$ cat config.mk
export PLATFORM = sky130hd
export DESIGN_NAME = peripheral_msi_slave_port_qos_ahb3_flat
export DESIGN_NICKNAME = d
export VERILOG_FILES = /design/src/rtl/peripheral_msi_slave_port_qos_ahb3_pkg.sv /design/src/rtl/peripheral_msi_slave_port_qos_ahb3_if.sv /design/src/rtl/peripheral_msi_slave_port_qos_ahb3_rr_arbiter.sv /design/src/rtl/peripheral_msi_slave_port_qos_ahb3.sv /design/src/flat_wrapper.sv
export SDC_FILE = /design/constraint.sdc
export NUM_CORES = 1
export LEC_CHECK = 0
export BUFFER_PORTS_ARGS = -buffer_cell sky130_fd_sc_hd__buf_2
export CORE_AREA = 10 10 395 397
export DETAILED_ROUTE_END_ITERATION = 6
export DIE_AREA = 0 0 405 407
export PLACE_DENSITY_LB_ADDON = 0.05
export SETUP_SLACK_MARGIN = 0.2
export SYNTH_ARGS = -nofsm -noshare
export SYNTH_HDL_FRONTEND = slang
export SYNTH_SLANG_ARGS = --single-unit
$ cat constraint.sdc
create_clock -name HCLK -period 12.4 [get_ports HCLK]
set_input_delay 1.24 -clock HCLK [delete_from_list [all_inputs] [get_ports HCLK]]
set_output_delay 1.24 -clock HCLK [all_outputs]
set_load 0.1 [all_outputs]
$ cat src/rtl/peripheral_msi_slave_port_qos_ahb3_pkg.sv
// Shared AHB3-Lite encodings and burst-length helper for the MSI slave-port arbiter.
package peripheral_msi_ahb3_pkg;

    typedef enum logic [1:0] {
        HTRANS_IDLE   = 2'b00,
        HTRANS_BUSY   = 2'b01,
        HTRANS_NONSEQ = 2'b10,
        HTRANS_SEQ    = 2'b11
    } htrans_e;

    typedef enum logic [2:0] {
        HBURST_SINGLE = 3'd0,
        HBURST_INCR   = 3'd1,
        HBURST_WRAP4  = 3'd2,
        HBURST_INCR4  = 3'd3,
        HBURST_WRAP8  = 3'd4,
        HBURST_INCR8  = 3'd5,
        HBURST_WRAP16 = 3'd6,
        HBURST_INCR16 = 3'd7
    } hburst_e;

    // Wide enough to hold the remaining beats of a 16-beat burst.
    localparam int BEATS_W = 4;

    // Beats still to come after the NONSEQ of a burst; undefined-length INCR counts as single.
    function automatic logic [BEATS_W-1:0] burst_beats(input logic [2:0] hburst);
        logic [BEATS_W-1:0] remaining;
        case (hburst_e'(hburst))
            HBURST_WRAP4,  HBURST_INCR4:  remaining = 4'd3;
            HBURST_WRAP8,  HBURST_INCR8:  remaining = 4'd7;
            HBURST_WRAP16, HBURST_INCR16: remaining = 4'd15;
            default:                      remaining = 4'd0;
        endcase
        return remaining;
    endfunction

endpackage

$ cat src/rtl/peripheral_msi_slave_port_qos_ahb3_if.sv
// Bus bundle between the MSI masters, the arbiter and the shared slave port.
interface peripheral_msi_slave_port_qos_ahb3_if #(
    parameter int PLEN    = 64,
    parameter int XLEN    = 64,
    parameter int MASTERS = 5
);
    // Master-side buses, one lane per requesting master.
    logic [MASTERS-1:0]           mstHSEL;
    logic [MASTERS-1:0][PLEN-1:0] mstHADDR;
    logic [MASTERS-1:0][XLEN-1:0] mstHWDATA;
    logic [MASTERS-1:0]           mstHWRITE;
    logic [MASTERS-1:0][2:0]      mstHSIZE;
    logic [MASTERS-1:0][2:0]      mstHBURST;
    logic [MASTERS-1:0][3:0]      mstHPROT;
    logic [MASTERS-1:0][1:0]      mstHTRANS;
    logic [MASTERS-1:0]           mstHMASTLOCK;
    logic [MASTERS-1:0]           mstHREADY;
    logic [XLEN-1:0]              mstHRDATA;
    logic [MASTERS-1:0]           mstHREADYOUT;
    logic [MASTERS-1:0]           mstHRESP;

    // Shared slave port.
    logic                         slv_HSEL;
    logic [PLEN-1:0]              slv_HADDR;
    logic [XLEN-1:0]              slv_HWDATA;
    logic                         slv_HWRITE;
    logic [2:0]                   slv_HSIZE;
    logic [2:0]                   slv_HBURST;
    logic [3:0]                   slv_HPROT;
    logic [1:0]                   slv_HTRANS;
    logic                         slv_HMASTLOCK;
    logic                         slv_HREADYOUT;
    logic [XLEN-1:0]              slv_HRDATA;
    logic                         slv_HREADY;
    logic                         slv_HRESP;

    // The arbiter is the slave seen by the masters and drives the slave port.
    modport slave (
        input  mstHSEL, mstHADDR, mstHWDATA, mstHWRITE, mstHSIZE, mstHBURST,
               mstHPROT, mstHTRANS, mstHMASTLOCK, mstHREADY,
        output mstHRDATA, mstHREADYOUT, mstHRESP,
        output slv_HSEL, slv_HADDR, slv_HWDATA, slv_HWRITE, slv_HSIZE, slv_HBURST,
               slv_HPROT, slv_HTRANS, slv_HMASTLOCK, slv_HREADYOUT,
        input  slv_HRDATA, slv_HREADY, slv_HRESP
    );

    // Environment view: masters drive requests, the slave drives responses.
    modport master (
        output mstHSEL, mstHADDR, mstHWDATA, mstHWRITE, mstHSIZE, mstHBURST,
               mstHPROT, mstHTRANS, mstHMASTLOCK, mstHREADY,
        input  mstHRDATA, mstHREADYOUT, mstHRESP,
        input  slv_HSEL, slv_HADDR, slv_HWDATA, slv_HWRITE, slv_HSIZE, slv_HBURST,
               slv_HPROT, slv_HTRANS, slv_HMASTLOCK, slv_HREADYOUT,
        output slv_HRDATA, slv_HREADY, slv_HRESP
    );
endinterface

$ cat src/rtl/peripheral_msi_slave_port_qos_ahb3_rr_arbiter.sv
// Priority pick with per-level round-robin: highest effective level wins, ties rotate
// starting just after the master last granted at that level.
module peripheral_msi_rr_arbiter #(
    parameter int MASTERS   = 5,
    parameter int PRIO_BITS = 3,
    localparam int IDX_W    = $clog2(MASTERS),
    localparam int LEVELS   = 2 ** PRIO_BITS
)(
    input  logic [MASTERS-1:0]                req,
    input  logic [MASTERS-1:0][PRIO_BITS-1:0] eff_prio,
    input  logic [LEVELS-1:0][IDX_W-1:0]      last_granted,
    output logic [MASTERS-1:0]                pick_oh,
    output logic [IDX_W-1:0]                  pick_idx,
    output logic [PRIO_BITS-1:0]              pick_level,
    output logic                              pick_valid
);

    // Find the top requesting level, then rotate through that level from last_granted+1.
    always_comb begin
        int  c;
        logic found;
        // NOTE: every variable gets a default before any branch so no path leaves it unassigned (no latch).
        pick_level = '0;
        pick_valid = 1'b0;
        pick_idx   = '0;
        pick_oh    = '0;
        found      = 1'b0;
        c          = 0;
        for (int m = 0; m < MASTERS; m++) begin
            if (req[m] && (!pick_valid || eff_prio[m] > pick_level)) begin
                pick_level = eff_prio[m];
                pick_valid = 1'b1;
            end
        end
        for (int k = 1; k <= MASTERS; k++) begin
            c = int'(last_granted[pick_level]) + k;
            if (c >= MASTERS) c = c - MASTERS;
            if (!found && req[c] && eff_prio[c] == pick_level) begin
                found    = 1'b1;
                pick_idx = IDX_W'(c);
            end
        end
        if (pick_valid) pick_oh[pick_idx] = 1'b1;
    end

endmodule

$ cat src/rtl/peripheral_msi_slave_port_qos_ahb3.sv
// AHB3-Lite slave-port arbiter: MASTERS masters share one slave with priority,
// round-robin, burst/lock-safe switching, starvation aging and SEQ->NONSEQ fix-up.
module peripheral_msi_slave_port_qos_ahb3
    import peripheral_msi_ahb3_pkg::*;
#(
    parameter int PLEN         = 64,
    parameter int XLEN         = 64,
    parameter int MASTERS      = 5,
    parameter int PRIO_BITS    = 3,
    parameter int AGE_BITS     = 4,
    parameter int STARVE_LIMIT = 12
)(
    input  logic                              HCLK,
    input  logic                              HRESETn,
    input  logic [MASTERS-1:0][PRIO_BITS-1:0] mstpriority,
    peripheral_msi_slave_port_qos_ahb3_if.slave bus,
    output logic [MASTERS-1:0]                granted_master
);

    localparam int IDX_W  = $clog2(MASTERS);
    localparam int LEVELS = 2 ** PRIO_BITS;
    localparam logic [AGE_BITS-1:0] AGE_MAX = AGE_BITS'(STARVE_LIMIT);

    logic [IDX_W-1:0]                  g_idx;
    logic [IDX_W-1:0]                  owner_idx;
    logic [LEVELS-1:0][IDX_W-1:0]      last_granted;
    logic [MASTERS-1:0][AGE_BITS-1:0]  age;
    logic [BEATS_W-1:0]                beats_left;
    logic                              fixup;

    logic [MASTERS-1:0]                req;
    logic [MASTERS-1:0][PRIO_BITS-1:0] eff_prio;
    logic [MASTERS-1:0]                pick_oh;
    logic [IDX_W-1:0]                  pick_idx;
    logic [PRIO_BITS-1:0]              pick_level;
    logic                              pick_valid;

    htrans_e                           htrans_g;
    logic                              sel_g;
    logic                              lock_g;
    logic [2:0]                        hburst_g;
    logic [PLEN-1:0]                   haddr_g;
    logic [XLEN-1:0]                   hwdata_owner;
    logic                              switch_ok;
    logic                              take_grant;

    // Requests, aged priorities and the granted master's control fields.
    always_comb begin
        for (int m = 0; m < MASTERS; m++) begin
            req[m]      = bus.mstHSEL[m] & bus.mstHTRANS[m][1];
            eff_prio[m] = (age[m] == AGE_MAX) ? {PRIO_BITS{1'b1}} : mstpriority[m];
        end
        htrans_g   = htrans_e'(bus.mstHTRANS[g_idx]);
        sel_g      = bus.mstHSEL[g_idx];
        lock_g     = bus.mstHMASTLOCK[g_idx];
        hburst_g   = bus.mstHBURST[g_idx];
        // Never hand over during a lock, an unfinished burst, a BUSY or a SEQ beat.
        switch_ok  = bus.slv_HREADY & ~(sel_g & lock_g) & (beats_left == '0)
                   & (htrans_g != HTRANS_BUSY) & (htrans_g != HTRANS_SEQ);
        take_grant = switch_ok & pick_valid;
    end

    peripheral_msi_rr_arbiter #(
        .MASTERS   (MASTERS),
        .PRIO_BITS (PRIO_BITS)
    ) u_arb (
        .req          (req),
        .eff_prio     (eff_prio),
        .last_granted (last_granted),
        .pick_oh      (pick_oh),
        .pick_idx     (pick_idx),
        .pick_level   (pick_level),
        .pick_valid   (pick_valid)
    );

    // Address-phase grant and per-level round-robin pointers; last_granted of 0 means master 0.
    always_ff @(posedge HCLK) begin
        if (!HRESETn) begin
            granted_master <= MASTERS'(1);
            g_idx          <= '0;
            // NOTE: the per-level pointer table is control state and is reset, unlike a data memory.
            last_granted   <= '0;
        end else if (take_grant) begin
            // NOTE: sequential state uses non-blocking assignments so every register samples pre-edge values.
            granted_master           <= pick_oh;
            g_idx                    <= pick_idx;
            last_granted[pick_level] <= pick_idx;
        end
    end

    // Data-phase owner follows the address-phase owner whenever the slave accepts.
    always_ff @(posedge HCLK) begin
        if (!HRESETn)             owner_idx <= '0;
        else if (bus.slv_HREADY) owner_idx <= g_idx;
    end

    // Remaining beats of the granted master's burst.
    always_ff @(posedge HCLK) begin
        if (!HRESETn) begin
            beats_left <= '0;
        end else if (bus.slv_HREADY) begin
            if (htrans_g == HTRANS_NONSEQ)
                beats_left <= burst_beats(hburst_g);
            else if (htrans_g == HTRANS_SEQ && beats_left != '0)
                beats_left <= beats_left - 1'b1;
        end
    end

    // Starvation counters: count waiting cycles, saturate at the promotion threshold.
    always_ff @(posedge HCLK) begin
        if (!HRESETn) begin
            age <= '0;
        end else begin
            for (int m = 0; m < MASTERS; m++) begin
                if (req[m] && !granted_master[m]) begin
                    if (age[m] != AGE_MAX) age[m] <= age[m] + 1'b1;
                end else begin
                    age[m] <= '0;
                end
            end
        end
    end

    // Fix-up flag marks the first address cycle of a newly granted master.
    always_ff @(posedge HCLK) begin
        if (!HRESETn)                           fixup <= 1'b0;
        else if (take_grant && pick_idx != g_idx) fixup <= 1'b1;
        else if (bus.slv_HREADY)                fixup <= 1'b0;
    end

    // Slave-port muxes plus per-master ready/response fan-out.
    always_comb begin
        haddr_g           = bus.mstHADDR[g_idx];
        hwdata_owner      = bus.mstHWDATA[owner_idx];
        bus.slv_HSEL      = sel_g;
        bus.slv_HADDR     = haddr_g;
        bus.slv_HWDATA    = hwdata_owner;
        bus.slv_HWRITE    = bus.mstHWRITE[g_idx];
        bus.slv_HSIZE     = bus.mstHSIZE[g_idx];
        bus.slv_HBURST    = hburst_g;
        bus.slv_HPROT     = bus.mstHPROT[g_idx];
        bus.slv_HMASTLOCK = lock_g;
        bus.slv_HREADYOUT = bus.mstHREADY[g_idx];
        bus.slv_HTRANS    = (fixup && htrans_g == HTRANS_SEQ) ? HTRANS_NONSEQ : htrans_g;
        bus.mstHRDATA     = bus.slv_HRDATA;
        for (int m = 0; m < MASTERS; m++) begin
            if (IDX_W'(m) == owner_idx || IDX_W'(m) == g_idx)
                bus.mstHREADYOUT[m] = bus.slv_HREADY;
            else
                bus.mstHREADYOUT[m] = ~req[m];
            bus.mstHRESP[m] = (IDX_W'(m) == owner_idx) ? bus.slv_HRESP : 1'b0;
        end
    end

endmodule

$ cat src/flat_wrapper.sv
// flat-port wrapper written by rule: the top's interface ports become plain ports
module peripheral_msi_slave_port_qos_ahb3_flat import peripheral_msi_ahb3_pkg::*;
#(
    parameter int PLEN         = 64,
    parameter int XLEN         = 64,
    parameter int MASTERS      = 5,
    parameter int PRIO_BITS    = 3,
    parameter int AGE_BITS     = 4,
    parameter int STARVE_LIMIT = 12
)
  (HCLK, HRESETn, mstpriority, granted_master, bus_mstHSEL, bus_mstHADDR, bus_mstHWDATA, bus_mstHWRITE, bus_mstHSIZE, bus_mstHBURST, bus_mstHPROT, bus_mstHTRANS, bus_mstHMASTLOCK, bus_mstHREADY, bus_mstHRDATA, bus_mstHREADYOUT, bus_mstHRESP, bus_slv_HSEL, bus_slv_HADDR, bus_slv_HWDATA, bus_slv_HWRITE, bus_slv_HSIZE, bus_slv_HBURST, bus_slv_HPROT, bus_slv_HTRANS, bus_slv_HMASTLOCK, bus_slv_HREADYOUT, bus_slv_HRDATA, bus_slv_HREADY, bus_slv_HRESP);
  peripheral_msi_slave_port_qos_ahb3_if #(.PLEN(PLEN), .XLEN(XLEN), .MASTERS(MASTERS)) bus_i ();
  input  logic HCLK;
  input  logic HRESETn;
  input  logic [MASTERS-1:0][PRIO_BITS-1:0] mstpriority;
  output logic [MASTERS-1:0] granted_master;
  input wire logic [$bits(bus_i.mstHSEL)-1:0] bus_mstHSEL;
  input wire logic [$bits(bus_i.mstHADDR)-1:0] bus_mstHADDR;
  input wire logic [$bits(bus_i.mstHWDATA)-1:0] bus_mstHWDATA;
  input wire logic [$bits(bus_i.mstHWRITE)-1:0] bus_mstHWRITE;
  input wire logic [$bits(bus_i.mstHSIZE)-1:0] bus_mstHSIZE;
  input wire logic [$bits(bus_i.mstHBURST)-1:0] bus_mstHBURST;
  input wire logic [$bits(bus_i.mstHPROT)-1:0] bus_mstHPROT;
  input wire logic [$bits(bus_i.mstHTRANS)-1:0] bus_mstHTRANS;
  input wire logic [$bits(bus_i.mstHMASTLOCK)-1:0] bus_mstHMASTLOCK;
  input wire logic [$bits(bus_i.mstHREADY)-1:0] bus_mstHREADY;
  output wire logic [$bits(bus_i.mstHRDATA)-1:0] bus_mstHRDATA;
  output wire logic [$bits(bus_i.mstHREADYOUT)-1:0] bus_mstHREADYOUT;
  output wire logic [$bits(bus_i.mstHRESP)-1:0] bus_mstHRESP;
  output wire logic [$bits(bus_i.slv_HSEL)-1:0] bus_slv_HSEL;
  output wire logic [$bits(bus_i.slv_HADDR)-1:0] bus_slv_HADDR;
  output wire logic [$bits(bus_i.slv_HWDATA)-1:0] bus_slv_HWDATA;
  output wire logic [$bits(bus_i.slv_HWRITE)-1:0] bus_slv_HWRITE;
  output wire logic [$bits(bus_i.slv_HSIZE)-1:0] bus_slv_HSIZE;
  output wire logic [$bits(bus_i.slv_HBURST)-1:0] bus_slv_HBURST;
  output wire logic [$bits(bus_i.slv_HPROT)-1:0] bus_slv_HPROT;
  output wire logic [$bits(bus_i.slv_HTRANS)-1:0] bus_slv_HTRANS;
  output wire logic [$bits(bus_i.slv_HMASTLOCK)-1:0] bus_slv_HMASTLOCK;
  output wire logic [$bits(bus_i.slv_HREADYOUT)-1:0] bus_slv_HREADYOUT;
  input wire logic [$bits(bus_i.slv_HRDATA)-1:0] bus_slv_HRDATA;
  input wire logic [$bits(bus_i.slv_HREADY)-1:0] bus_slv_HREADY;
  input wire logic [$bits(bus_i.slv_HRESP)-1:0] bus_slv_HRESP;
  assign bus_i.mstHSEL = bus_mstHSEL;
  assign bus_i.mstHADDR = bus_mstHADDR;
  assign bus_i.mstHWDATA = bus_mstHWDATA;
  assign bus_i.mstHWRITE = bus_mstHWRITE;
  assign bus_i.mstHSIZE = bus_mstHSIZE;
  assign bus_i.mstHBURST = bus_mstHBURST;
  assign bus_i.mstHPROT = bus_mstHPROT;
  assign bus_i.mstHTRANS = bus_mstHTRANS;
  assign bus_i.mstHMASTLOCK = bus_mstHMASTLOCK;
  assign bus_i.mstHREADY = bus_mstHREADY;
  assign bus_mstHRDATA = bus_i.mstHRDATA;
  assign bus_mstHREADYOUT = bus_i.mstHREADYOUT;
  assign bus_mstHRESP = bus_i.mstHRESP;
  assign bus_slv_HSEL = bus_i.slv_HSEL;
  assign bus_slv_HADDR = bus_i.slv_HADDR;
  assign bus_slv_HWDATA = bus_i.slv_HWDATA;
  assign bus_slv_HWRITE = bus_i.slv_HWRITE;
  assign bus_slv_HSIZE = bus_i.slv_HSIZE;
  assign bus_slv_HBURST = bus_i.slv_HBURST;
  assign bus_slv_HPROT = bus_i.slv_HPROT;
  assign bus_slv_HTRANS = bus_i.slv_HTRANS;
  assign bus_slv_HMASTLOCK = bus_i.slv_HMASTLOCK;
  assign bus_slv_HREADYOUT = bus_i.slv_HREADYOUT;
  assign bus_i.slv_HRDATA = bus_slv_HRDATA;
  assign bus_i.slv_HREADY = bus_slv_HREADY;
  assign bus_i.slv_HRESP = bus_slv_HRESP;
  peripheral_msi_slave_port_qos_ahb3 #(.PLEN(PLEN), .XLEN(XLEN), .MASTERS(MASTERS), .PRIO_BITS(PRIO_BITS), .AGE_BITS(AGE_BITS), .STARVE_LIMIT(STARVE_LIMIT)) u_core (.HCLK(HCLK), .HRESETn(HRESETn), .mstpriority(mstpriority), .bus(bus_i), .granted_master(granted_master));
endmodule
**Word-level counts from Yosys, hierarchy flattened**

Index checks and enable logic that the tools add are counted.

- Reduce and logical (&&, ||, !) cells: 60
- Equal/unequal tests: 34
- Multiplexer cells: 103
- Add/sub/neg operators: 16
- Magnitude comparators: 20
- Bitwise operators: 17

Operators by type and width:

| cell | number |
|---|---|
| $bmux W64 S3 | 2 |
| $lt A32 B5 Y1 const B | 5 |
| $mux W32 | 5 |
| $mux W64 | 2 |
| $mux W3 | 29 |
| $bmux W3 S3 | 8 |
| $mux W1 | 36 |
| $bmux W1 S3 | 9 |
| $sub A4 B3 Y5 const B | 5 |
| $bwmux W24 | 1 |
| $logic_and A1 B1 Y1 | 23 |
| $add A4 B1 Y4 const B | 5 |
| $eq A4 B4 Y1 const B | 5 |
| $ge A4 B3 Y1 const B | 5 |
| $ne A4 B4 Y1 const B | 5 |
| $lt A3 B4 Y1 const B | 4 |
| $eq A3 B3 Y1 | 5 |
| $logic_not A1 Y1 | 13 |
| $bmux W4 S3 | 1 |
| $eq A2 B3 Y1 const A | 4 |
| $eq A3 B3 Y1 const B | 4 |
| $gt A3 B3 Y1 | 4 |
| $mux W4 | 3 |
| $pmux W4 S3 | 1 |
| other kinds (26) | 66 |

- Flip-flop bits (word level): 60
- Output and inout bits: 223

**Logic depth before layout (Yosys ltp)**

Gate-level depths: netlist of the first run.

- Depth in word-level cells: 51
- Gate-level depth with buffers: 51
- Depth with buffers taken out: 46

**Modules after synthesis**

From an unflattened synthesis of the first run, not the netlist that was laid out.

- Cell total of the unflattened synthesis: 1,448
- Area total of the unflattened synthesis: 12,185.4 um^2

Modules (own cells, without submodules):

| module | sequential area each (um^2) | cells an instance | times used | area an instance (um^2) |
|---|---|---|---|---|
| peripheral_msi_slave_port_qos_ahb3 | 1,201.2 | 922 | 1 | 8,572.0 |
| peripheral_msi_rr_arbiter | 0.0 | 526 | 1 | 3,613.5 |

**Worst setup path before layout of the first run**

No wires, ideal clock.

- Path type: input-to-reg
- Start: input mstpriority[5] (netlist name)
- End: register u_core.granted_master[2]
- Buffers on the path: 7
- Path slack: 1,563 ps
- Arrival: 10,717 ps
- Stages: 45
- Cells stage by stage: a31oi_1 > inv_1 > ha_1 > and3b_1 > o21ai_2 > a211oi_1 > nor2_1 > ha_1 > a21oi_1 > a32oi_1 > o21a_1 > o31ai_2 > ha_1 > a31oi_1 > a22o_1 > mux2i_1 > inv_2 > ha_1 > (+9 left out) > buf_2 > ha_1 > clkbuf_1 > inv_1 > clkbuf_1 > clkbuf_1 > a31oi_1 > a41oi_4 > mux2i_1 > mux2i_1 > mux2i_1 > nor4_2 > a311oi_1 > a21oi_1 > a2bb2oi_2 > buf_4 > nand3b_1 > a21boi_1

- Longest elaborated chain between the ends: 49

RTL lines:

| item | line | source |
|---|---|---|
| start: declaration | flat_wrapper.sv:15 | `input logic [MASTERS-1:0][PRIO_BITS-1:0] mstpriority;` |
| $mux W3 * | peripheral_msi_slave_port_qos_ahb3.sv:51 | `eff_prio[m] = (age[m] == AGE_MAX) ? {PRIO_BITS{1'b1}} : mstpriority[m];` |
| $gt A3 B3 Y1 | peripheral_msi_slave_port_qos_ahb3_rr_arbiter.sv:30 | `if (req[m] && (!pick_valid \|\| eff_prio[m] > pick_level)) begin` |
| $logic_or A1 B1 Y1 | peripheral_msi_slave_port_qos_ahb3_rr_arbiter.sv:30 |  |
| $logic_and A1 B1 Y1 | peripheral_msi_slave_port_qos_ahb3_rr_arbiter.sv:30 |  |
| $mux W3 / $mux W1 (equally long branches) | peripheral_msi_slave_port_qos_ahb3_rr_arbiter.sv:30 |  |
| $gt A3 B3 Y1 / $logic_not A1 Y1 (equally long branches) | peripheral_msi_slave_port_qos_ahb3_rr_arbiter.sv:30 |  |
| $logic_or A1 B1 Y1 | peripheral_msi_slave_port_qos_ahb3_rr_arbiter.sv:30 |  |
| $logic_and A1 B1 Y1 | peripheral_msi_slave_port_qos_ahb3_rr_arbiter.sv:30 |  |
| (+32 left out) | - |  |
| $logic_not A1 Y1 | peripheral_msi_slave_port_qos_ahb3_rr_arbiter.sv:38 | `if (!found && req[c] && eff_prio[c] == pick_level) begin` |
| $logic_and A1 B1 Y1 (2 in series) | peripheral_msi_slave_port_qos_ahb3_rr_arbiter.sv:38 |  |
| $mux W3 | peripheral_msi_slave_port_qos_ahb3_rr_arbiter.sv:38 |  |
| $lt A3 B4 Y1 (not written as such) / $ge A3 B1 Y1 (equally long branches) | peripheral_msi_slave_port_qos_ahb3_rr_arbiter.sv:43 | `if (pick_valid) pick_oh[pick_idx] = 1'b1;` |
| $logic_and A1 B1 Y1 (not written as such) | peripheral_msi_slave_port_qos_ahb3_rr_arbiter.sv:43 |  |
| $mux W1 (not written as such) | peripheral_msi_slave_port_qos_ahb3_rr_arbiter.sv:43 |  |
| $demux W1 S3 | peripheral_msi_slave_port_qos_ahb3_rr_arbiter.sv:43 |  |
| $mux W5 | peripheral_msi_slave_port_qos_ahb3_rr_arbiter.sv:43 |  |
| end signal: assignment | peripheral_msi_slave_port_qos_ahb3.sv:85 | `granted_master <= pick_oh;` |
| end: declaration | peripheral_msi_slave_port_qos_ahb3.sv:17 | `output logic [MASTERS-1:0] granted_master` |

Every way passes the cells marked *; elsewhere a longest branch is shown, timed or not. The select of a mux whose other input is x is not followed.
A chain may end at the register's enable or synchronous reset.

**Worst setup path after layout of the first run**

- Start: input bus_mstHTRANS[1]
- End: register u_core.granted_master[0]

- Longest elaborated chain between the ends: 50

RTL lines:

| item | line | source |
|---|---|---|
| start: declaration | flat_wrapper.sv:24 | `input wire logic [$bits(bus_i.mstHTRANS)-1:0] bus_mstHTRANS;` |
| $and A1 B1 Y1 | peripheral_msi_slave_port_qos_ahb3.sv:50 | `req[m] = bus.mstHSEL[m] & bus.mstHTRANS[m][1];` |
| $mux W3 / $mux W1 (equally long branches) | peripheral_msi_slave_port_qos_ahb3_rr_arbiter.sv:30 |  |
| $gt A3 B3 Y1 / $logic_not A1 Y1 (equally long branches) | peripheral_msi_slave_port_qos_ahb3_rr_arbiter.sv:30 |  |
| $logic_or A1 B1 Y1 | peripheral_msi_slave_port_qos_ahb3_rr_arbiter.sv:30 |  |
| $logic_and A1 B1 Y1 | peripheral_msi_slave_port_qos_ahb3_rr_arbiter.sv:30 |  |
| $mux W3 / $mux W1 (equally long branches) | peripheral_msi_slave_port_qos_ahb3_rr_arbiter.sv:30 |  |
| $gt A3 B3 Y1 / $logic_not A1 Y1 (equally long branches) | peripheral_msi_slave_port_qos_ahb3_rr_arbiter.sv:30 |  |
| $logic_or A1 B1 Y1 | peripheral_msi_slave_port_qos_ahb3_rr_arbiter.sv:30 |  |
| (+33 left out) | - |  |
| $logic_not A1 Y1 | peripheral_msi_slave_port_qos_ahb3_rr_arbiter.sv:38 |  |
| $logic_and A1 B1 Y1 (2 in series) | peripheral_msi_slave_port_qos_ahb3_rr_arbiter.sv:38 |  |
| $mux W3 | peripheral_msi_slave_port_qos_ahb3_rr_arbiter.sv:38 |  |
| $lt A3 B4 Y1 (not written as such) / $ge A3 B1 Y1 (equally long branches) | peripheral_msi_slave_port_qos_ahb3_rr_arbiter.sv:43 |  |
| $logic_and A1 B1 Y1 (not written as such) | peripheral_msi_slave_port_qos_ahb3_rr_arbiter.sv:43 |  |
| $mux W1 (not written as such) | peripheral_msi_slave_port_qos_ahb3_rr_arbiter.sv:43 |  |
| $demux W1 S3 | peripheral_msi_slave_port_qos_ahb3_rr_arbiter.sv:43 |  |
| $mux W5 | peripheral_msi_slave_port_qos_ahb3_rr_arbiter.sv:43 |  |

Several ways; a longest one is shown, not always the timed one. The select of a mux whose other input is x is not followed.

==> summary.txt, run 1 <==
Status
  – Status: finished, final reports clean

Die
  – Initial Util: between 8 and 9%
  – Ports: slightly above 1k
  – Area of the die: approximately 0.16 mm^2
  – Site row count: ~140
  – Core area: 0.147 mm^2
  – Chip height: between 400 and 500 um
  – Die Width: around 410 um

Finish
  – Layout area overhead: 67.0%
  – Total Nets Final: 3150
  – # fillers: around 17k
  – Commonest non-fill, non-tap cell in the layout: buf_2
  – Most frequent cells in the layout: buf_2, buf_4, mux4_2
  – Layout cells sized above 1: 57.9%
  – Post-route cell area: 0.0199 mm^2
  – Fin util: a little over an eighth

Worst setup path
  – Crit path max-delay cell type: a2111oi_1
  – Setup crit start kind: primary input
  – Critical path peak fanout: 6
  – Critical path class: in2reg
  – Worst reg2reg startpoint: u_core.age[0]
  – Setup crit start: bus_mstHTRANS[1]
  – Worst R2R End: u_core.granted_master[0]
  – CP peak stage delay: between 0.6 and 0.7 ns
  – Crit path top cell by count: buf_4
  – Worst Setup EP: u_core.granted_master[0]
  – CP arrival: 11.64 ns
  – Cells on worst reg2reg path: a little over 50
  – Crit path capture type: flip-flop
  – Reg-to-reg slack, setup: roughly 1.1 ns
  – Crit path required time: 12.70 ns

Clocking
  – CTS tree: yes
  – Clock Sinks: 60
  – Clk Latency, worst-skew pair: 0.38 ns
  – CTS max path bufs: 2
  – CTS buffer count: 9
  – CTS H-tree depth: 3
  – Clock slew at reported path FFs: 0.06 ns
  – Cts hold-fix bufs: 0
  – CTS root buf: clkbuf_16

Timing
  – Hold Vio Cnt, Final: 0
  – Min Clock Period, post-route: between 10 and 15 ns
  – Slew @ Worst Pin: ~1.1 ns
  – Unrepaired setup endpoints after global routing: no
  – Rel. slew slack: about a quarter
  – Slew Limit Fails: 0
  – # setup viols final: 0
  – Skew final: between 0.01 and 0.015 ns
  – Final setup TNS: 0 ns
  – Max Clk Rate: just under 0.09 GHz
  – Final period util: between 90% and 100%

Placement
  – DP HPWL: roughly 130000 um
  – Port Buffers: about 900
  – Placed inst area: 0.0196 mm^2
  – RePlAce Congestion: between 0.9 and 1

Yosys
  – Syn_area_per_cell: 8.72 um^2
  – Area of the mapped netlist: 0.0119 mm^2
  – Yosys top cell area share: between 20% and 30%
  – Post-synth EDFFs: 0
  – Seq cells post-synth: 60
  – Sequential share of the synthesized area: 10.1%
  – Top_reg_cell synth: dfxtp_1
  – Syn_nets: around 2.2k
  – YS warnings: 0
  – Post-synth ARST share: 0%
  – Synth cell types: 102
  – Top cells by area, synth: mux4_2, dfxtp_1, a22o_1
  – Cell taking the most area after synthesis: mux4_2
  – Synth Instances: between 1k and 1.5k

Detailed routing
  – DRC: 0
  – Vias: 16.0k
  – DR pass1 iterations: 7
  – Initial DRC count: between 1k and 1.5k
  – Total wire length: around 150000 um
  – Wirelength per Cell: ~35 um
  – Vias per inst: around 3.8
  – Post-route ant nets: 0

Run
  – Max-cap check violation count: 0

Global routing
  – Total gr overflow: 0
  – Largest net degree at the start of global routing: slightly above 70
  – GRT Util Overall: 16.7%
  – Number of global-route vias before repair: 16.7k
  – Initial antenna violation count: between 50 and 60
  – Global-route wire length before repair: 182000 um

Power
  – PD cells: roughly 120 mW/mm^2
  – Total power: 2.34 mW
  – Lkg Pwr: around 8.7 nW
  – Peak VDD IR: just under 0.07 mV

Hold path
  – HP Class: reg2reg
==> power by group <==
group	switching, mW	leakage, nW	internal, mW
Clock	0.127	0.154	0.169
Combinational	1.20	8.10	0.631
Sequential	0.0177	0.488	0.198
==> critical path, delay by kind of cell <==
kind | cells | cell delay (ns)
compound gates | 23 | 4.86
simple gates | 11 | 2.26
mux | 1 | 0.25
buf+inv | 10 | 1.45
fa+ha+maj | 5 | 1.57
==> kinds of logic (layout without fill, tap and decap cells) <==
| family | count (synthesis) | after routing | synth area share (%) |
|---|---|---|---|
| AOI/OAI and AO/OA | 401 | 401 | 25.4 |
| xor gates and xnor gates | 24 | 24 | 1.76 |
| adders and majority gates | 36 | 36 | 3.78 |
| buffers and inverters | 279 | 1228 | 11.2 |
| DFF | 60 | 60 | 10.1 |
| muxes | 209 | 209 | 32.7 |
| other | 0 | 13 | 0 |
| and+or+nand+nor | 358 | 358 | 15.0 |
==> metal layers <==
metal / global-route usage (%) / wire length (um) / up-vias / share of wire, %
met3: 7.21 / 15000 / 134 / 10
met2: 30.2 / 75300 / 848 / 51
met4: 4.87 / 5070 / 24 / 3.4
met1: 17.6 / 52200 / 7959 / 35
met5: 0 / 149 / - / 0.10
li1: - / - / 7065 / -
==> timing repair <==
item                                    in CTS  in global routing
endpoints found under the hold margin        0                  0
setup buffers                                0                  0
gates resized for setup                      0                  1
endpoints found under the setup margin       0                  3
==> state kept, by name, indices dropped and copies added, names as in the netlist <==
name / cells
u_core.age: 20
u_core.beats_left: 4
u_core.fixup: 1
u_core.g_idx: 3
u_core.granted_master: 5
u_core.last_granted: 24
u_core.owner_idx: 3
==> Yosys cell counts, types with 5 or more instances <==
| master | number |
|---|---|
| mux4_2 | 144 |
| nand2_1 | 128 |
| inv_1 | 102 |
| o21ai_0 | 94 |
| a22o_1 | 83 |
| clkbuf_1 | 77 |
| buf_4 | 66 |
| mux2i_1 | 61 |
| dfxtp_1 | 60 |
| a21oi_1 | 57 |
| nor2_1 | 56 |
| ha_1 | 36 |
| nor2b_1 | 34 |
| nand3_1 | 27 |
| nor3_1 | 27 |
| a31oi_1 | 20 |
| xnor2_1 | 17 |
| buf_1 | 14 |
| and2_1 | 13 |
| and3_1 | 13 |
| o211ai_1 | 12 |
| a22oi_1 | 11 |
| buf_2 | 11 |
| nand3b_1 | 11 |
| a211oi_1 | 8 |
| o21a_1 | 8 |
| a21o_1 | 7 |
| nor3b_1 | 7 |
| xor2_1 | 7 |
| nand2b_1 | 5 |
| nand4_1 | 5 |
==> worst min path at each step <==
stage	start	slack [ns]	end	depth (start not counted)
4_1_cts	u_core.granted_master[4]	0.49	u_core.granted_master[4]	2
2_1_floorplan	u_core.beats_left[3]	0.45	u_core.beats_left[3]	2
3_3_place_gp	u_core.granted_master[4]	0.48	u_core.granted_master[4]	2
3_5_place_dp	u_core.granted_master[4]	0.48	u_core.granted_master[4]	2
6_report	u_core.granted_master[4]	0.49	u_core.granted_master[4]	2
5_1_grt	u_core.granted_master[4]	0.51	u_core.granted_master[4]	2
==> through the flow <==
stage                     instances  setup WS (ns)  hold slack [ns]
after floorplan                1367           1.56            0.451
after global placement         4230          0.331            0.483
after detailed placement       4230          0.657            0.478
after CTS                      4246          0.993            0.488
after global routing           4254          0.294            0.511
final                          4259           1.06            0.486
==> area by class of cell <==
type                    instances  area, um^2  area share, %
diodes                         13        32.5          0.163
clock buffers                  10         250           1.26
clock inverters                 6        68.8          0.345
inverters                     107         403           2.02
multi-input cells            1028        9400           47.2
flip-flops and latches         60        1220           6.11
well taps                    1930        2410           12.1
repair buffers               1105        6140           30.8
Note: power is estimated with default switching activity, not from simulation.
==> run 2, diff against run 1 <==
--- a/config.mk
+++ b/config.mk
@@ -11,6 +11,7 @@
 export DIE_AREA = 0 0 405 407
 export PLACE_DENSITY_LB_ADDON = 0.05
 export SETUP_SLACK_MARGIN = 0.2
+export SLEW_MARGIN = 40
 export SYNTH_ARGS = -nofsm -noshare
 export SYNTH_HDL_FRONTEND = slang
 export SYNTH_SLANG_ARGS = --single-unit
==> constraint.sdc (replaced) <==
create_clock -name HCLK -period 10.5 [get_ports HCLK]
set_input_delay 1.05 -clock HCLK [delete_from_list [all_inputs] [get_ports HCLK]]
set_output_delay 1.05 -clock HCLK [all_outputs]
set_load 0.1 [all_outputs]
==> run 2 against run 1 <==
Final cell count up 1.3%. Clock skew up 0.0028 ns. Register-to-register slack worse by 0.45 ns. Clock power up 22%. Hold slack better by 0.0052 ns. Routed wire length up 6.7%. Largest power group unchanged. The run now ends with design-rule violations left. Critical path depth down 2. Clock-buffer cell count up 4. Setup slack worse by 0.50 ns. Via count up 2.5%.
==> summary.txt, run 2 (synthesis gave the netlist of run 1 again) <==
Detailed routing
  – DRC: 1 (was 0)
  – Vias per inst: 3.81 (was 3.76)
  – Post-route ant nets: 0 (unchanged)
  – Initial DRC count: 1184 (was 1276)
  – Total wire length: 158000 um (was 148000 um)
  – Wirelength per Cell: 36.6 um (was 34.7 um)
  – Vias: 16.4k (was 16.0k)
  – DR pass1 iterations: 7 (unchanged)

Die
  – Ports: 1026 (unchanged)
  – Die Width: 405 um (unchanged)
  – Area of the die: 0.165 mm^2 (unchanged)
  – Site row count: 141 (unchanged)
  – Chip height: 407 um (unchanged)
  – Initial Util: 8.09% (unchanged)
  – Core area: 0.147 mm^2 (unchanged)

Clocking
  – CTS buffer count: 9 (unchanged)
  – CTS root buf: clkbuf_16 (unchanged)
  – Clock slew at reported path FFs: 0.07 ns (was 0.06 ns)
  – CTS tree: yes (unchanged)
  – CTS max path bufs: 2 (unchanged)
  – CTS H-tree depth: 3 (unchanged)
  – Clk Latency, worst-skew pair: 0.38 ns (about the same)
  – Clock Sinks: 60 (unchanged)

Timing
  – Slew Limit Fails: 0 (unchanged)
  – Setup ws final: 0.565 ns (was 1.06 ns)
  – Skew final: 0.0170 ns (was 0.0142 ns)
  – Slew @ Worst Pin: 0.816 ns (was 1.11 ns)
  – Min Clock Period, post-route: 9.93 ns
  – Max Clk Rate: between 0.1 and 0.15 GHz
  – # setup viols final: 0 (unchanged)
  – Rel. slew slack: 46.0% (was 25.7%)
  – Hold Vio Cnt, Final: 0 (unchanged)
  – Final period util: 94.6%
  – Unrepaired setup endpoints after global routing: yes (was no)

Worst setup path
  – Critical path buffers and inverters: 8 (was 10)
  – Cells on worst reg2reg path: 49 (was 51)
  – CP arrival: 10.22 ns (was 11.64 ns)
  – Crit path required time: 10.79 ns (was 12.70 ns)
  – Crit path max-delay cell type: a311o_2 (was a2111oi_1)
  – Critical path class: in2reg (unchanged)
  – Worst reg2reg startpoint: u_core.age[0] (unchanged)
  – CP peak stage delay: 0.43 ns (was 0.67 ns)
  – Crit path capture type: flip-flop (unchanged)
  – Delay-heaviest family, CP: compound AO/OA/AOI/OAI gates (unchanged)
  – Worst R2R End: u_core.granted_master[0] (unchanged)
  – Setup crit start kind: primary input (unchanged)
  – Reg-to-reg slack, setup: 0.65 ns (was 1.10 ns)
  – Critical path peak fanout: 7 (was 6)

Global routing
  – Global-route wire length before repair: 192000 um (was 182000 um)
  – Number of global-route vias before repair: 16.9k (was 16.7k)
  – GRT Util Overall: 17.8% (was 16.7%)
  – Total gr overflow: 0 (unchanged)
  – Largest net degree at the start of global routing: 82 (was 71)
  – Initial antenna violation count: 66 (was 55)

Finish
  – Layout cells sized above 1: 62.2% (was 57.9%)
  – Final Non-Filler Cells: 4313 (was 4259)
  – Layout area overhead: 77.2% (was 67.0%)
  – Max reg flops: 24 (unchanged)
  – Most frequent cells in the layout: buf_2, buf_4, mux4_2 (unchanged)
  – Commonest non-fill, non-tap cell in the layout: buf_2 (unchanged)
  – Top reg by flops: u_core.last_granted (unchanged)
  – Total Nets Final: 3202 (was 3150)
  – Largest registers: u_core.last_granted (24), u_core.age (20), u_core.granted_master (5) (unchanged)

Hold path
  – Hold Path Depth: 2 (unchanged)
  – Hold path start: u_core.granted_master[3] (was u_core.granted_master[4])
  – HP Class: reg2reg (unchanged)
  – Worst Hold End: u_core.granted_master[3] (was u_core.granted_master[4])

Status
  – Failing checks: design-rule violations
  – Status: finished, violations left (was finished, final reports clean)

Power
  – Lkg Pwr: 9.11 nW (was 8.74 nW)
  – PD cells: 139 mW/mm^2 (was 118 mW/mm^2)
  – Peak VDD IR: 0.0944 mV (was 0.0686 mV)

Run
  – Max-cap check violation count: 0 (unchanged)

Placement
  – DP HPWL: 142000 um (was 133000 um)
  – Inst Count DP: 4251 (was 4230)
  – Post-place setup slack: -0.700 ns (was 0.657 ns)
  – RePlAce Congestion: 1.00 (was 0.903)
  – Port Buffers: 897 (unchanged)
-- run 2: changes by cell type in the layout (fill, tap and decap cells not counted), sizes merged --
cell      change
diode         +2
buf          +52
clkbuf        +4
clkinvlp      -1
inv           -1
clkinv        -2
-- run 2: report_power, final --
group / total [mW] / leakage [nW] / switching, mW / internal (mW)
Combinational: 2.34 / 8.46 / 1.47 / 0.869
Sequential: 0.246 / 0.488 / 0.0127 / 0.233
Clock: 0.361 / 0.169 / 0.136 / 0.225
Total: 2.95 / 9.11 / 1.62 / 1.33
-- run 2: worst max path at each step --
stage / from / endpoint / slack, ns / cells past startpoint
final: mstpriority[2] / u_core.granted_master[0] / 0.57 / 48
after global routing: mstpriority[4] / u_core.granted_master[0] / 0.09 / 50
after CTS: mstpriority[4] / u_core.granted_master[0] / 0.20 / 48
after detailed placement: mstpriority[4] / u_core.granted_master[0] / -0.70 / 47
after floorplan: mstpriority[4] / u_core.granted_master[0] / 0.20 / 45
after global placement: mstpriority[4] / u_core.granted_master[0] / -0.68 / 48
-- run 2: per-layer routing --
layer / GRT usage, % / part of all wire [%] / vias up
met5: 0 / 0.062 / -
met4: 5.80 / 4.0 / 14
met3: 6.79 / 9.3 / 182
met2: 32.8 / 52 / 926
met1: 18.5 / 35 / 8134
li1: - / - / 7176
-- run 2: per-stage QoR --
stage	utilization [%]	TNS, ns	total power [mW]	hold WS, ns	cell area (um^2)
global placement	13.4	-18.56	2.47	0.503	19800
detailed placement	13.4	-17.44	2.45	0.500	19800
floorplan	-	0	1.59	0.451	11900
finish	14.3	0	2.95	0.491	21100
CTS	13.8	0	2.89	0.512	20400
global route	14.3	0	3.11	0.527	21100
-- run 2: layout make-up --
cell class	count	area, um^2
inverters	107	403
flip-flops and latches	60	1220
fillers	17000	126000
diodes	15	37.5
repair buffers	1157	6670
multi-input cells	1028	10000
clock buffers	14	307
clock inverters	2	35.0
well taps	1930	2410
-- run 2: timing repair --
item | CTS | global route
hold buffers | 0 | 0
gates resized for setup | 35 | 95
pin swaps | 19 | 55
buffers inserted | 10 | 20
endpoints found under the setup margin | 33 | 33
endpoints found under the hold margin | 0 | 0
-- run 2: worst min-delay path: stages, from the launching register on --
cell	delay [ns]
dfxtp_1	0.34
nand2_1	0.06
a21boi_1	0.05
==> run 3, diff against run 2 <==
--- a/config.mk
+++ b/config.mk
@@ -6,9 +6,9 @@
 export NUM_CORES = 1
 export LEC_CHECK = 0
 export BUFFER_PORTS_ARGS = -buffer_cell sky130_fd_sc_hd__buf_2
-export CORE_AREA = 10 10 395 397
+export CORE_AREA = 2 2 399 401
 export DETAILED_ROUTE_END_ITERATION = 6
-export DIE_AREA = 0 0 405 407
+export DIE_AREA = 0 0 401 403
 export PLACE_DENSITY_LB_ADDON = 0.05
 export SETUP_SLACK_MARGIN = 0.2
 export SLEW_MARGIN = 40
==> run 3 against run 2 <==
The run now ends clean. Cell area increased by 1.9%. Combinational power increased by 3%. Sequential power is essentially flat. Core utilization down 0.66 points. Setup slack got worse by 0.077 ns. Die area is 2.0% lower. Register-to-register slack worse by 0.04 ns. Sequential cell count is the same. Global-route usage down 0.32 points. Routed wire length shrank 5.6%. Critical path type unchanged. Largest cell class unchanged.
==> summary.txt, run 3 (synthesis gave the netlist of run 1 again) <==
Power
  – Lkg Pwr: 9.20 nW (was 9.11 nW)
  – Clock power share: 10.0% (was 12.3%)
  – Sw Pwr: 1.65 mW (was 1.62 mW)
  – Power share of the combinational group: 81.6% (was 79.4%)
  – PD cells: 137 mW/mm^2 (was 139 mW/mm^2)
  – Int Pwr: 1.30 mW (was 1.33 mW)
  – Net Sw Frac: 55.8% (was 54.9%)
  – Peak VDD IR: 0.0919 mV (was 0.0944 mV)
  – Reg power frac: 8.4% (about the same)

Clocking
  – Clock slew at reported path FFs: 0.05 ns (was 0.07 ns)
  – CTS tree: yes (unchanged)
  – Cts hold-fix bufs: 0 (unchanged)
  – CTS buffer count: 9 (unchanged)
  – Clock Sinks: 60 (unchanged)
  – CTS root buf: clkbuf_16 (unchanged)
  – CTS H-tree depth: 3 (unchanged)
  – Clk Latency, worst-skew pair: 0.36 ns (was 0.38 ns)
  – CTS max path bufs: 2 (unchanged)

Run
  – Max-cap check violation count: 0 (unchanged)

Timing
  – Max Clk Rate: 0.0999 GHz (was 0.101 GHz)
  – Slew @ Worst Pin: 0.860 ns (was 0.816 ns)
  – Skew final: 0.00870 ns (was 0.0170 ns)
  – # setup viols final: 0 (unchanged)
  – Final period util: 95.3% (was 94.6%)
  – Rel. slew slack: 42.2% (was 46.0%)
  – Min Clock Period, post-route: 10.01 ns (was 9.93 ns)
  – Hold Vio Cnt, Final: 0 (unchanged)
  – Unrepaired setup endpoints after global routing: yes (unchanged)
  – Slew Limit Fails: 0 (unchanged)

Finish
  – Total Nets Final: 3219 (was 3202)
  – Most frequent cells in the layout: buf_2, buf_4, mux4_2 (unchanged)
  – Max reg flops: 24 (unchanged)
  – Post-route cell area: 0.0215 mm^2 (was 0.0211 mm^2)
  – Largest registers: u_core.last_granted (24), u_core.age (20), u_core.granted_master (5) (unchanged)
  – Layout area overhead: 80.5% (was 77.2%)
  – Top reg by flops: u_core.last_granted (unchanged)
  – # fillers: 18.3k (was 17.0k)
  – Fin util: 13.7% (was 14.3%)
  – Commonest non-fill, non-tap cell in the layout: buf_2 (unchanged)
  – Layout cells sized above 1: 63.4% (was 62.2%)

Worst setup path
  – CP peak stage delay: 0.46 ns (was 0.43 ns)
  – Worst R2R End: u_core.granted_master[0] (unchanged)
  – CP arrival: 10.29 ns (was 10.22 ns)
  – Worst reg2reg startpoint: u_core.age[4] (was u_core.age[0])
  – Critical path peak fanout: 6 (was 7)
  – Critical path class: in2reg (unchanged)
  – Crit path max-delay cell type: a311o_2 (unchanged)
  – Crit path depth: 53 (was 48)
  – Reg-to-reg slack, setup: 0.61 ns (was 0.65 ns)
  – Cells on worst reg2reg path: 54 (was 49)
  – Critical path buffers and inverters: 16 (was 8)
  – Delay-heaviest family, CP: compound AO/OA/AOI/OAI gates (unchanged)
  – Setup crit start kind: primary input (unchanged)
  – Worst Setup EP: u_core.granted_master[0] (unchanged)
  – Crit path required time: 10.78 ns (was 10.79 ns)
  – Crit path capture type: flip-flop (unchanged)
  – Setup crit start: mstpriority[5] (was mstpriority[2])
  – Crit path top cell by count: buf_6

Global routing
  – Initial antenna violation count: 59 (was 66)
  – GRT Util Overall: 17.5% (was 17.8%)
  – Largest net degree at the start of global routing: 58 (was 82)
  – Global-route wire length before repair: 185000 um (was 192000 um)
  – Total gr overflow: 0 (unchanged)
  – Number of global-route vias before repair: 16.8k (was 16.9k)

Die
  – Site row count: 146 (was 141)
  – Die Width: 401 um (was 405 um)
  – Ports: 1026 (unchanged)
  – Area of the die: 0.162 mm^2 (was 0.165 mm^2)
  – Initial Util: 7.57% (was 8.09%)
  – Core area: 0.157 mm^2 (was 0.147 mm^2)
  – Chip height: 403 um (was 407 um)

Detailed routing
  – Initial DRC count: 992 (was 1184)
  – Vias: 16.3k (was 16.4k)
  – Total wire length: 149000 um (was 158000 um)
  – DR pass1 iterations: 7 (unchanged)
  – Vias per inst: 3.65 (was 3.81)
  – Post-route ant nets: 0 (unchanged)
  – DRC: 0 (was 1)
  – Wirelength per Cell: 33.3 um (was 36.6 um)

Hold path
  – HP Class: reg2reg (unchanged)

Placement
  – DP HPWL: 134000 um (was 142000 um)
  – Port Buffers: 897 (unchanged)
  – Placed inst area: 0.0202 mm^2 (was 0.0198 mm^2)
  – RePlAce Congestion: 0.960 (was 1.00)

Status
  – Status: finished, final reports clean (was finished, violations left)
[run 3: final cells by class]
class | count | area, um^2 | area share, %
Sequential cell | 60 | 1220 | 5.67
Clock inverter | 3 | 20.0 | 0.0930
Clock buffer | 12 | 258 | 1.20
Multi-Input combinational cell | 1028 | 10100 | 47.1
Inverter | 107 | 410 | 1.91
Timing Repair Buffer | 1174 | 6860 | 31.9
Antenna cell | 7 | 17.5 | 0.0814
Tap cell | 2072 | 2590 | 12.0
[run 3: what timing repair did]
action,4_1_cts,5_1_grt
gates cloned,0,1
buffers inserted,15,13
gates resized for setup,69,96
pin swaps,29,60
setup endpoints to repair,33,33
[run 3: metal layers]
layer	vias to the layer above	wire [um]	track usage (%)
li1	7191	-	-
met1	8188	54300	18.7
met2	765	77000	32.2
met3	126	12200	6.21
met4	18	5110	4.87
met5	-	103	0
[run 3: worst min-delay path: stages, from the launching register on]
cell and delay, ns:
dfxtp_1 0.34, nand2_1 0.07, a21oi_1 0.05
[run 3: through the flow]
stage	power, mW	hold slack [ns]	std cells	setup TNS [ns]	setup WS, ns
after floorplan	1.59	0.451	1367	0	0.205
after global placement	2.49	0.500	4412	-25.99	-0.921
after detailed placement	2.46	0.502	4412	-22.05	-0.826
after CTS	2.88	0.510	4442	0	0.224
after global routing	3.11	0.545	4457	0	0.0586
final	2.95	0.512	4463	0	0.488
[run 3: how the worst min path moves through the flow]
stage                              start                   end  slack [ns]  cells after the start
finish                    u_core.age[17]        u_core.age[17]        0.51                      2
global route               u_core.age[9]         u_core.age[9]        0.55                      2
CTS                       u_core.age[17]        u_core.age[17]        0.51                      2
detailed placement        u_core.age[17]        u_core.age[17]        0.50                      2
global placement           u_core.age[9]         u_core.age[9]        0.50                      2
floorplan           u_core.beats_left[3]  u_core.beats_left[3]        0.45                      2
[run 3: power groups by stage]
stage,registers [mW],logic (mW),clock network [mW]
final,0.249,2.41,0.294
after floorplan,0.251,1.34,0
after global placement,0.255,2.23,0
after CTS,0.250,2.32,0.317
after detailed placement,0.255,2.20,0
after global routing,0.250,2.54,0.322
